`config.mk`:
```
export PLATFORM = sky130hd
export DESIGN_NAME = apb_arbiter_flat
export DESIGN_NICKNAME = d
export VERILOG_FILES = /design/src/rtl/apb_arbiter_if.sv /design/src/rtl/apb_arbiter.sv /design/src/flat_wrapper.sv
export SDC_FILE = /design/constraint.sdc
export NUM_CORES = 1
export LEC_CHECK = 0
export CAP_MARGIN = 15
export CORE_MARGIN = 2
export CORE_UTILIZATION = 36
export DETAILED_ROUTE_END_ITERATION = 10
export PLACE_DENSITY = 0.77
export SETUP_SLACK_MARGIN = 0.02
export SLEW_MARGIN = 20
export SYNTH_ARGS = -nofsm -noshare
export SYNTH_HDL_FRONTEND = slang
export SYNTH_SLANG_ARGS = --single-unit
```
`constraint.sdc`:
```
create_clock -name PCLK -period 1.6 [get_ports PCLK]
set_clock_uncertainty 0.05 [all_clocks]
set_input_delay 0.24 -clock PCLK [delete_from_list [all_inputs] [get_ports PCLK]]
set_output_delay 0.24 -clock PCLK [all_outputs]
set_load 0.1 [all_outputs]
```
`src/rtl/apb_arbiter_if.sv`:
```
// rtl/apb_arbiter_if.sv - requester-side and APB-side signal bundle for apb_arbiter
interface apb_arbiter_if #(
    parameter int NREQ = 2,
    parameter int AW   = 32,
    parameter int DW   = 32
);
    logic [NREQ-1:0]    req;
    logic [NREQ-1:0]    req_write;
    logic [NREQ*AW-1:0] req_addr;
    logic [NREQ*DW-1:0] req_wdata;
    logic [NREQ-1:0]    done;
    logic               err;
    logic [DW-1:0]      rdata;
    logic [NREQ-1:0]    gnt;
    logic               PSEL;
    logic               PENABLE;
    logic               PWRITE;
    logic [AW-1:0]      PRWADDR;
    logic [DW-1:0]      PRWDATA;
    logic [DW-1:0]      PRDATA;
    logic               PREADY;

    // master: the arbiter itself (APB master, requester-facing responder)
    modport master (
        input  req, req_write, req_addr, req_wdata, PRDATA, PREADY,
        output done, err, rdata, gnt, PSEL, PENABLE, PWRITE, PRWADDR, PRWDATA
    );

    modport slave (
        output req, req_write, req_addr, req_wdata, PRDATA, PREADY,
        input  done, err, rdata, gnt, PSEL, PENABLE, PWRITE, PRWADDR, PRWDATA
    );
endinterface

```
`src/rtl/apb_arbiter.sv`:
```
// rtl/apb_arbiter.sv - round-robin arbiter sharing one APB master port among NREQ requesters
module apb_arbiter #(
    parameter int NREQ    = 2,
    parameter int AW      = 32,
    parameter int DW      = 32,
    parameter int TIMEOUT = 16
) (
    input  logic          PCLK,
    input  logic          PRESET,
    apb_arbiter_if.master bus
);
    localparam int IW = (NREQ > 1) ? $clog2(NREQ) : 1;
    localparam int CW = $clog2(TIMEOUT);
    localparam logic [IW-1:0]   PTR_RST = IW'(NREQ - 1);
    localparam logic [CW-1:0]   CNT_MAX = CW'(TIMEOUT - 1);
    localparam logic [NREQ-1:0] ONE_HOT = NREQ'(1);

    typedef enum logic [1:0] {S_IDLE, S_SETUP, S_ACCESS} state_t;

    state_t          r_state,   w_state_nxt;
    logic [IW-1:0]   r_ptr,     w_ptr_nxt;
    logic [IW-1:0]   r_win,     w_win_nxt;
    logic [CW-1:0]   r_cnt,     w_cnt_nxt;
    logic            r_psel,    w_psel_nxt;
    logic            r_penable, w_penable_nxt;
    logic            r_pwrite,  w_pwrite_nxt;
    logic [AW-1:0]   r_paddr,   w_paddr_nxt;
    logic [DW-1:0]   r_pwdata,  w_pwdata_nxt;
    logic [NREQ-1:0] r_gnt,     w_gnt_nxt;
    logic [NREQ-1:0] r_done,    w_done_nxt;
    logic            r_err,     w_err_nxt;
    logic [DW-1:0]   r_rdata,   w_rdata_nxt;

    logic [NREQ-1:0] w_elig;
    logic            w_found;
    logic [IW-1:0]   w_pick;

    // A requester still sees its own done this cycle; masking it avoids a duplicate issue.
    assign w_elig = bus.req & ~r_done;

    always_comb begin
        w_found = 1'b0;
        w_pick  = r_ptr;
        for (int k = 1; k <= NREQ; k++) begin
            if (!w_found && w_elig[(int'(r_ptr) + k) % NREQ]) begin
                w_found = 1'b1;
                w_pick  = IW'((int'(r_ptr) + k) % NREQ);
            end
        end
    end

    always_comb begin
        w_state_nxt   = r_state;
        w_ptr_nxt     = r_ptr;
        w_win_nxt     = r_win;
        w_cnt_nxt     = r_cnt;
        w_psel_nxt    = r_psel;
        w_penable_nxt = r_penable;
        w_pwrite_nxt  = r_pwrite;
        w_paddr_nxt   = r_paddr;
        w_pwdata_nxt  = r_pwdata;
        w_gnt_nxt     = r_gnt;
        w_done_nxt    = '0;
        w_err_nxt     = 1'b0;
        w_rdata_nxt   = r_rdata;
        case (r_state)
            S_IDLE: begin
                if (w_found) begin
                    w_state_nxt   = S_SETUP;
                    w_win_nxt     = w_pick;
                    w_ptr_nxt     = w_pick;
                    w_psel_nxt    = 1'b1;
                    w_penable_nxt = 1'b0;
                    w_pwrite_nxt  = bus.req_write[w_pick];
                    w_paddr_nxt   = bus.req_addr[int'(w_pick)*AW +: AW];
                    w_pwdata_nxt  = bus.req_wdata[int'(w_pick)*DW +: DW];
                    w_gnt_nxt     = ONE_HOT << w_pick;
                end else begin
                    w_psel_nxt    = 1'b0;
                    w_penable_nxt = 1'b0;
                    w_pwrite_nxt  = 1'b0;
                    w_paddr_nxt   = '0;
                    w_pwdata_nxt  = '0;
                    w_gnt_nxt     = '0;
                end
            end
            S_SETUP: begin
                w_state_nxt   = S_ACCESS;
                w_penable_nxt = 1'b1;
                w_cnt_nxt     = '0;
            end
            S_ACCESS: begin
                if (bus.PREADY) begin
                    w_state_nxt        = S_IDLE;
                    w_done_nxt[r_win]  = 1'b1;
                    w_psel_nxt         = 1'b0;
                    w_penable_nxt      = 1'b0;
                    w_gnt_nxt          = '0;
                    if (!r_pwrite) begin
                        w_rdata_nxt = bus.PRDATA;
                    end
                end else if (r_cnt == CNT_MAX) begin
                    w_state_nxt        = S_IDLE;
                    w_done_nxt[r_win]  = 1'b1;
                    w_err_nxt          = 1'b1;
                    w_rdata_nxt        = '0;
                    w_psel_nxt         = 1'b0;
                    w_penable_nxt      = 1'b0;
                    w_gnt_nxt          = '0;
                end else begin
                    w_cnt_nxt = r_cnt + 1'b1;
                end
            end
            default: w_state_nxt = S_IDLE;
        endcase
    end

    always_ff @(posedge PCLK) begin
        if (PRESET) begin
            r_state   <= S_IDLE;
            r_ptr     <= PTR_RST;
            r_win     <= '0;
            r_cnt     <= '0;
            r_psel    <= 1'b0;
            r_penable <= 1'b0;
            r_pwrite  <= 1'b0;
            r_paddr   <= '0;
            r_pwdata  <= '0;
            r_gnt     <= '0;
            r_done    <= '0;
            r_err     <= 1'b0;
            r_rdata   <= '0;
        end else begin
            r_state   <= w_state_nxt;
            r_ptr     <= w_ptr_nxt;
            r_win     <= w_win_nxt;
            r_cnt     <= w_cnt_nxt;
            r_psel    <= w_psel_nxt;
            r_penable <= w_penable_nxt;
            r_pwrite  <= w_pwrite_nxt;
            r_paddr   <= w_paddr_nxt;
            r_pwdata  <= w_pwdata_nxt;
            r_gnt     <= w_gnt_nxt;
            r_done    <= w_done_nxt;
            r_err     <= w_err_nxt;
            r_rdata   <= w_rdata_nxt;
        end
    end

    assign bus.PSEL    = r_psel;
    assign bus.PENABLE = r_penable;
    assign bus.PWRITE  = r_pwrite;
    assign bus.PRWADDR = r_paddr;
    assign bus.PRWDATA = r_pwdata;
    assign bus.gnt     = r_gnt;
    assign bus.done    = r_done;
    assign bus.err     = r_err;
    assign bus.rdata   = r_rdata;
endmodule

```
`src/flat_wrapper.sv`:
```
// flat-port wrapper written by rule: the top's interface ports become plain ports
module apb_arbiter_flat 
#(
    parameter int NREQ    = 2,
    parameter int AW      = 32,
    parameter int DW      = 32,
    parameter int TIMEOUT = 16
)
  (PCLK, PRESET, bus_req, bus_req_write, bus_req_addr, bus_req_wdata, bus_PRDATA, bus_PREADY, bus_done, bus_err, bus_rdata, bus_gnt, bus_PSEL, bus_PENABLE, bus_PWRITE, bus_PRWADDR, bus_PRWDATA);
  apb_arbiter_if #(.NREQ(NREQ), .AW(AW), .DW(DW)) bus_i ();
  input  logic PCLK;
  input  logic PRESET;
  input wire logic [$bits(bus_i.req)-1:0] bus_req;
  input wire logic [$bits(bus_i.req_write)-1:0] bus_req_write;
  input wire logic [$bits(bus_i.req_addr)-1:0] bus_req_addr;
  input wire logic [$bits(bus_i.req_wdata)-1:0] bus_req_wdata;
  input wire logic [$bits(bus_i.PRDATA)-1:0] bus_PRDATA;
  input wire logic [$bits(bus_i.PREADY)-1:0] bus_PREADY;
  output wire logic [$bits(bus_i.done)-1:0] bus_done;
  output wire logic [$bits(bus_i.err)-1:0] bus_err;
  output wire logic [$bits(bus_i.rdata)-1:0] bus_rdata;
  output wire logic [$bits(bus_i.gnt)-1:0] bus_gnt;
  output wire logic [$bits(bus_i.PSEL)-1:0] bus_PSEL;
  output wire logic [$bits(bus_i.PENABLE)-1:0] bus_PENABLE;
  output wire logic [$bits(bus_i.PWRITE)-1:0] bus_PWRITE;
  output wire logic [$bits(bus_i.PRWADDR)-1:0] bus_PRWADDR;
  output wire logic [$bits(bus_i.PRWDATA)-1:0] bus_PRWDATA;
  assign bus_i.req = bus_req;
  assign bus_i.req_write = bus_req_write;
  assign bus_i.req_addr = bus_req_addr;
  assign bus_i.req_wdata = bus_req_wdata;
  assign bus_i.PRDATA = bus_PRDATA;
  assign bus_i.PREADY = bus_PREADY;
  assign bus_done = bus_i.done;
  assign bus_err = bus_i.err;
  assign bus_rdata = bus_i.rdata;
  assign bus_gnt = bus_i.gnt;
  assign bus_PSEL = bus_i.PSEL;
  assign bus_PENABLE = bus_i.PENABLE;
  assign bus_PWRITE = bus_i.PWRITE;
  assign bus_PRWADDR = bus_i.PRWADDR;
  assign bus_PRWDATA = bus_i.PRWDATA;
  apb_arbiter #(.NREQ(NREQ), .AW(AW), .DW(DW), .TIMEOUT(TIMEOUT)) u_core (.PCLK(PCLK), .PRESET(PRESET), .bus(bus_i));
endmodule
```
==> metrics.md <==
| Metric | Value |
|---|---|
| Port Buf Inserts | `270` |
| Width of the die | `about 120 µm` |
| Drt initial violations | `404` |
| Hold path endpoint | `u_core.bus.PRWDATA[5]` |
| Tot Pwr | `slightly below 10 mW` |
| Register area | `0.00225 mm²` |
| Vias in the first global route | `5545` |
| Synth Cell Area | `0.00502 mm²` |
| Synth Flop Type | `dfxtp_1` |
| Period utilization | `96.0%` |
| WHS Path Cells | `3` |
| Startpoint Class | `flip-flop` |
| Final nets | `about 990` |
| Worst-path maximum fanout | `16` |
| Endpoints failing hold | `0` |
| Reg2Reg Depth | `4` |
| Total gr overflow | `0` |
| Post-DR vias/cell | `between 5 and 6` |
| HPWL after detailed placement | `13.9 mm` |
| Critical Path RT | `1800 ps` |
| Top cells by area, synth | `dfxtp_1 (45%), nand2_1 (12%), o211ai_1 (10%)` |
| I/O Pins | `271` |
| Die span in y | `around 120 µm` |
| EDFF count, synth | `0` |
| Commonest non-fill, non-tap cells in the layout | `clkdlybuf4s50_1 (166), nand2_1 (165), buf_12 (117)` |
| Worst Hold Class | `primary input to flip-flop` |
| Tightest Pin Transition | `410 ps` |
| Max clock buf depth | `2` |
| Core Footprint | `0.0138 mm²` |
| Initial Util | `36.5%` |
| Post-synthesis register bit count | `112` |
| Clk sink count | `~110` |
| FILL cells | `1028` |
| PD cells | `1020 mW/mm²` |
| Ratio of cells with drive above 1 in the final layout | `24.5%` |
| WL/cell | `between 15 and 20 µm` |
| Htree depth | `3` |
| Routability cong. | `0.833` |
| Final routed DRC violation total | `0` |
| Worst-path clk slew | `70 ps` |
| Final Slew Violations | `0` |
| MaxCap Viol Count | `0` |
| Average cell area after synthesis | `slightly below 9 µm²` |
| Net Count, Synth | `732` |
| Post-synth top area share | `44.6%` |
| Library cells used by synthesis | `46` |
| Hold_sp | `bus_req_wdata[5]` |
| Maximum clock rate | `651 MHz` |
| Most common cell after layout, fill and taps aside | `clkdlybuf4s50_1` |
| Leading area contributor after synthesis | `dfxtp_1` |
| Drt first pass iters | `5` |
| Final instance area | `between 0.009 and 0.01 mm²` |
| Synthesis-to-finish area growth | `88.8%` |
| Leakage | `around 3.4 nW` |
| Total GRT Usage | `between 20% and 30%` |
| Setup CP Type | `flip-flop to flip-flop` |
| Final ANT Viol Nets | `0` |
| Tmin final | `1540 ps` |
| CTS tree | `yes` |
| Clock Latency Late Sink | `360 ps` |
| VDD IR max | `592 µV` |
| Largest net degree at the start of global routing | `48` |
| FF-to-FF End | `u_core.bus.rdata[18]` |
| Global-route wire length before repair | `28.2 mm` |
| Worst setup EP type | `flip-flop` |
| Sequential share of the synthesized area | `44.6%` |
| FP Rows | `43` |
| Post-Syn Instances | `564` |
| R2r startpoint | `u_core.r_cnt[2]` |
| Warnings from Yosys | `0` |
| Total CTS buffers | `9` |
| DRT Wirelength | `18.9 mm` |
| Worst Path Arrival | `1740 ps` |
| Async set-or-reset flop fraction in the synthesized netlist | `0%` |
| Setup-failing EPs final | `0` |
| Relative slew slack | `72.7%` |
| Status | `completed` |
| CP startpoint | `u_core.r_cnt[2]` |
| Multi-input gate area | `0.00247 mm²` |
| Root Buffer | `clkbuf_16` |
| Placed inst area | `0.00911 mm²` |
| Via count | `between 5000 and 6000` |
| Initial antenna violation count | `0` |
| R2R Setup Slk | `60 ps` |
| Die area | `approximately 0.015 mm²` |
| RSZ-0062 raised after global routing | `no` |
==> timing repair <==
action,in CTS,in global routing
setup buffers,0,0
setup endpoints to repair,32,34
hold buffers,0,0
cloned,0,1
resized for setup,2,4
pin swaps,0,1
==> where the power goes <==
part	internal, mW	switching, mW	total, mW	leakage (nW)
clock	1.45	1.03	2.47	0.159
combinational	1.54	2.36	3.90	2.32
sequential	3.02	0.272	3.30	0.919
==> state kept, by name, summed over array words and instances (netlist names), 2 cells and up <==
| name | flops |
|---|---|
| u_core.bus.PRWDATA | 32 |
| u_core.r_state | 2 |
| u_core.bus.rdata | 32 |
| u_core.bus.gnt | 2 |
| u_core.bus.done | 2 |
| u_core.bus.PRWADDR | 32 |
| u_core.r_cnt | 4 |
==> synth_stat cells (all sizes together), types with 2 or more instances <==
master,number
nor4,3
nand4b,3
o2bb2ai,32
clkbuf,19
nand2,165
nor2,3
nand3,2
nand4,68
o211ai,67
dfxtp,112
a31oi,2
a21oi,7
a211oi,2
o21ai,3
a311oi,2
nand2b,7
inv,2
nor3,3
buf,43
nor2b,3
==> critical path, stage by stage, from the launching register on <==
cell and delay [ps]:
dfxtp_1 570, nand4b_2 200, a21oi_4 280, clkbuf_16 250, o2bb2ai_2 70
==> layer usage <==
layer	vias up	track usage [%]	share of wire, %
li1	2567	-	-
met1	2547	26.7	36
met2	261	43.3	52
met3	62	4.21	6.5
met4	0	15.4	5.1
met5	-	0	0
==> cell families (layout without fill, tap and decap cells) <==
kind of cell               after synthesis  count (layout)  synth area share [%]
muxes                                    1               1                 0.199
AOI/OAI and AO/OA                      122             122                  22.7
other                                    0               1                     0
and+or+nand+nor                        263             263                  25.2
buffers and inverters                   65             325                  7.05
DFF                                    112             112                  44.6
adders and majority gates                1               1                 0.249
==> area by class of cell <==
class	count	area share, %
flip-flops and latches	112	23.7
well taps	180	2.37
multi-input cells	387	26.1
repair buffers	307	44.3
diodes	1	0.0264
clock buffers	12	2.70
inverters	3	0.119
clock inverters	3	0.686
==> through the flow <==
step | hold slack, ps | cells | utilization (%) | setup TNS, ps | worst slack [ps]
after global placement | 398 | 988 | 66.1 | -3910 | -115
final | 405 | 1005 | 68.9 | 0 | 64.2
after detailed placement | 390 | 988 | 66.1 | -7490 | -161
after floorplan | 298 | 564 | - | 0 | 57.1
after CTS | 395 | 1003 | 68.5 | 0 | 51.2
after global routing | 397 | 1004 | 68.8 | 0 | 27.0
==> worst max-delay path by stage <==
stage	slack [ps]	depth (start not counted)	endpoint
4_1_cts	50	5	u_core.bus.rdata[0]
2_1_floorplan	60	6	u_core.bus.PRWADDR[10]
3_5_place_dp	-160	7	u_core.bus.PRWADDR[20]
6_report	60	4	u_core.bus.rdata[18]
5_1_grt	30	5	u_core.bus.PRWADDR[20]
3_3_place_gp	-120	7	u_core.bus.PRWADDR[20]
Note: power is estimated with default switching activity, not from simulation.
==> RTL edit: new RTL, config.mk and constraints unchanged <==
Take the reset off `r_paddr`, `r_pwdata` and `r_rdata` and load them in a clocked block of their own.
--- a/src/rtl/apb_arbiter.sv
+++ b/src/rtl/apb_arbiter.sv
@@ -126,4 +126,2 @@
             r_pwrite  <= 1'b0;
-            r_paddr   <= '0;
-            r_pwdata  <= '0;
             r_gnt     <= '0;
@@ -131,3 +129,2 @@
             r_err     <= 1'b0;
-            r_rdata   <= '0;
         end else begin
@@ -140,4 +137,2 @@
             r_pwrite  <= w_pwrite_nxt;
-            r_paddr   <= w_paddr_nxt;
-            r_pwdata  <= w_pwdata_nxt;
             r_gnt     <= w_gnt_nxt;
@@ -145,4 +140,9 @@
             r_err     <= w_err_nxt;
-            r_rdata   <= w_rdata_nxt;
         end
+    end
+
+    always_ff @(posedge PCLK) begin
+        r_paddr  <= w_paddr_nxt;
+        r_pwdata <= w_pwdata_nxt;
+        r_rdata  <= w_rdata_nxt;
     end
Function: changed (Yosys sat finds a counterexample within 4 cycles, from zero or initial values and one cycle with PRESET high).
==> RTL edit against the unedited design <==
  * Synthesized cell count fell by 49%
  * Design area fell by 6.3%
  * Routed wire length fell by 20%
  * First-iteration DRC count fell by 39%
  * Setup slack barely moved
  * Power rose by 5.7%
  * Non-clock buffer count fell by 15
  * Sequential cell count did not move
  * Area after synthesis fell by 11%
  * Critical endpoint is now u_core.bus.rdata[22]$_SDFFCE_PN0P_
  * Highest routed layer is now met5
==> RTL edit: results (changes against the unedited design) <==
** Logic synthesis
- Syn Nets :: 453 (-38%)
- The post-synthesis mux area share came to 0 (-0.00199).
- Combinational family with the most area after synthesis :: compound AO/OA/AOI/OAI gates
- Area fraction in compound gates after synthesis :: 0.167 (-0.0601)
- Count of cell types in the netlist :: 36 (-22%)
- Ranked by total cell area, the synthesized netlist is headed by edfxtp_1, a22o_1, dfxtp_1.
- The per-instance average area after synthesis came to 15.7 µm² (+76%).
- Share of the yosys chip area belonging to registers :: 0.715 (+0.269)
- Adder-Cell Fraction of Synth Area :: 0.00279 (+0.000304)

** Final layout
- The share of post-route cells with drive strength above 1 came to 0.277 (+0.0316).
- Antenna diode count :: 0 (-1)
- Layout Cells excl Fill :: 739 (-26%)

** Routing
- The initial detailed-routing violation count is 247 (-39%).
- Length of the first detailed-routing pass in iterations :: 4 (-1)
- Via count :: 3664 (-33%)
- The average wire length per cell after detail routing was 20.4 µm (+8.6%).

** Clock tree
- The post-cts gate resize count came to 0 (-2).

** Worst setup path
- Crit-path max cell delay :: 390 ps (-180 ps)
- The depth of the most critical reg-to-reg path was 5 (+1).
- The largest individual stage delay along the critical path comes from the cell dfxtp_2.
- Maximum fanout encountered on the critical timing path :: 6 (-10)
- Reg-to-Reg Start :: u_core.r_cnt[1]$_SDFFE_PP0P_

** Status
- Run status :: completed

** Power
- Total net switching power :: 3.94 mW (+7.7%)
- The worst voltage drop across the vdd grid is 0.493 mV (-17%).
- Power attributed to sequential cells :: 3.83 mW (+16%)
- The areal power density over the cells is 1150 nW/µm² (+13%).

** Global route
- GRT Resource Usage Total :: 0.216 (-0.0272)
- The largest net degree at the start of global routing is 41 (-15%).
- The via count of the first global-routing pass came to 3831 (-31%).

** Worst hold path
- End point of the worst hold path :: u_core.bus.done[0]$_SDFF_PP0_
- Hold path start :: u_core.r_win$_SDFFE_PP0P_
- Hold WC Path Type :: flop to flop

** Placed design
- The post-placement worst setup slack was -243 ps (-82.4 ps).
- Post-placement cell count :: 721 (-27%)
- The placer's final routability congestion estimate was 0.767 (-8.0%).

** STA
- The final hold slack was 406 ps (+1.56 ps).
- Worst slew pin tran :: 459 ps (+49.3 ps)
## RTL edit: changes by cell type in the layout (fill, tap and decap cells not counted), sizes merged, moves of 33 or more
cell,delta
nand2,-156
nand4,-68
o211ai,-67
dfxtp,-96
edfxtp,+96
a22o,+64
and2,+33
## RTL edit: kinds of logic (layout without fill, tap and decap cells)
group,count (synthesis),in the layout
buffers and inverters,23,309
AO/OA/AOI/OAI,87,87
AND/OR/NAND/NOR,62,62
flip-flops,112,112
adder cells (fa/ha/maj),1,1
## RTL edit: routing by layer
| layer | GRT usage | share of wire |
|---|---|---|
| met1 | 0.225 | 0.32 |
| met2 | 0.398 | 0.55 |
| met3 | 0.0805 | 0.099 |
| met4 | 0.0763 | 0.025 |
| met5 | 0 | 0.00086 |
## RTL edit: final cells by class
cell class | count | area (µm²)
clock inverters | 6 | 45.0
clock buffers | 9 | 225
flip-flops and latches | 112 | 3210
repair buffers | 292 | 4010
fillers | 747 | 3170
multi-input cells | 150 | 1180
well taps | 168 | 210
inverters | 2 | 7.51
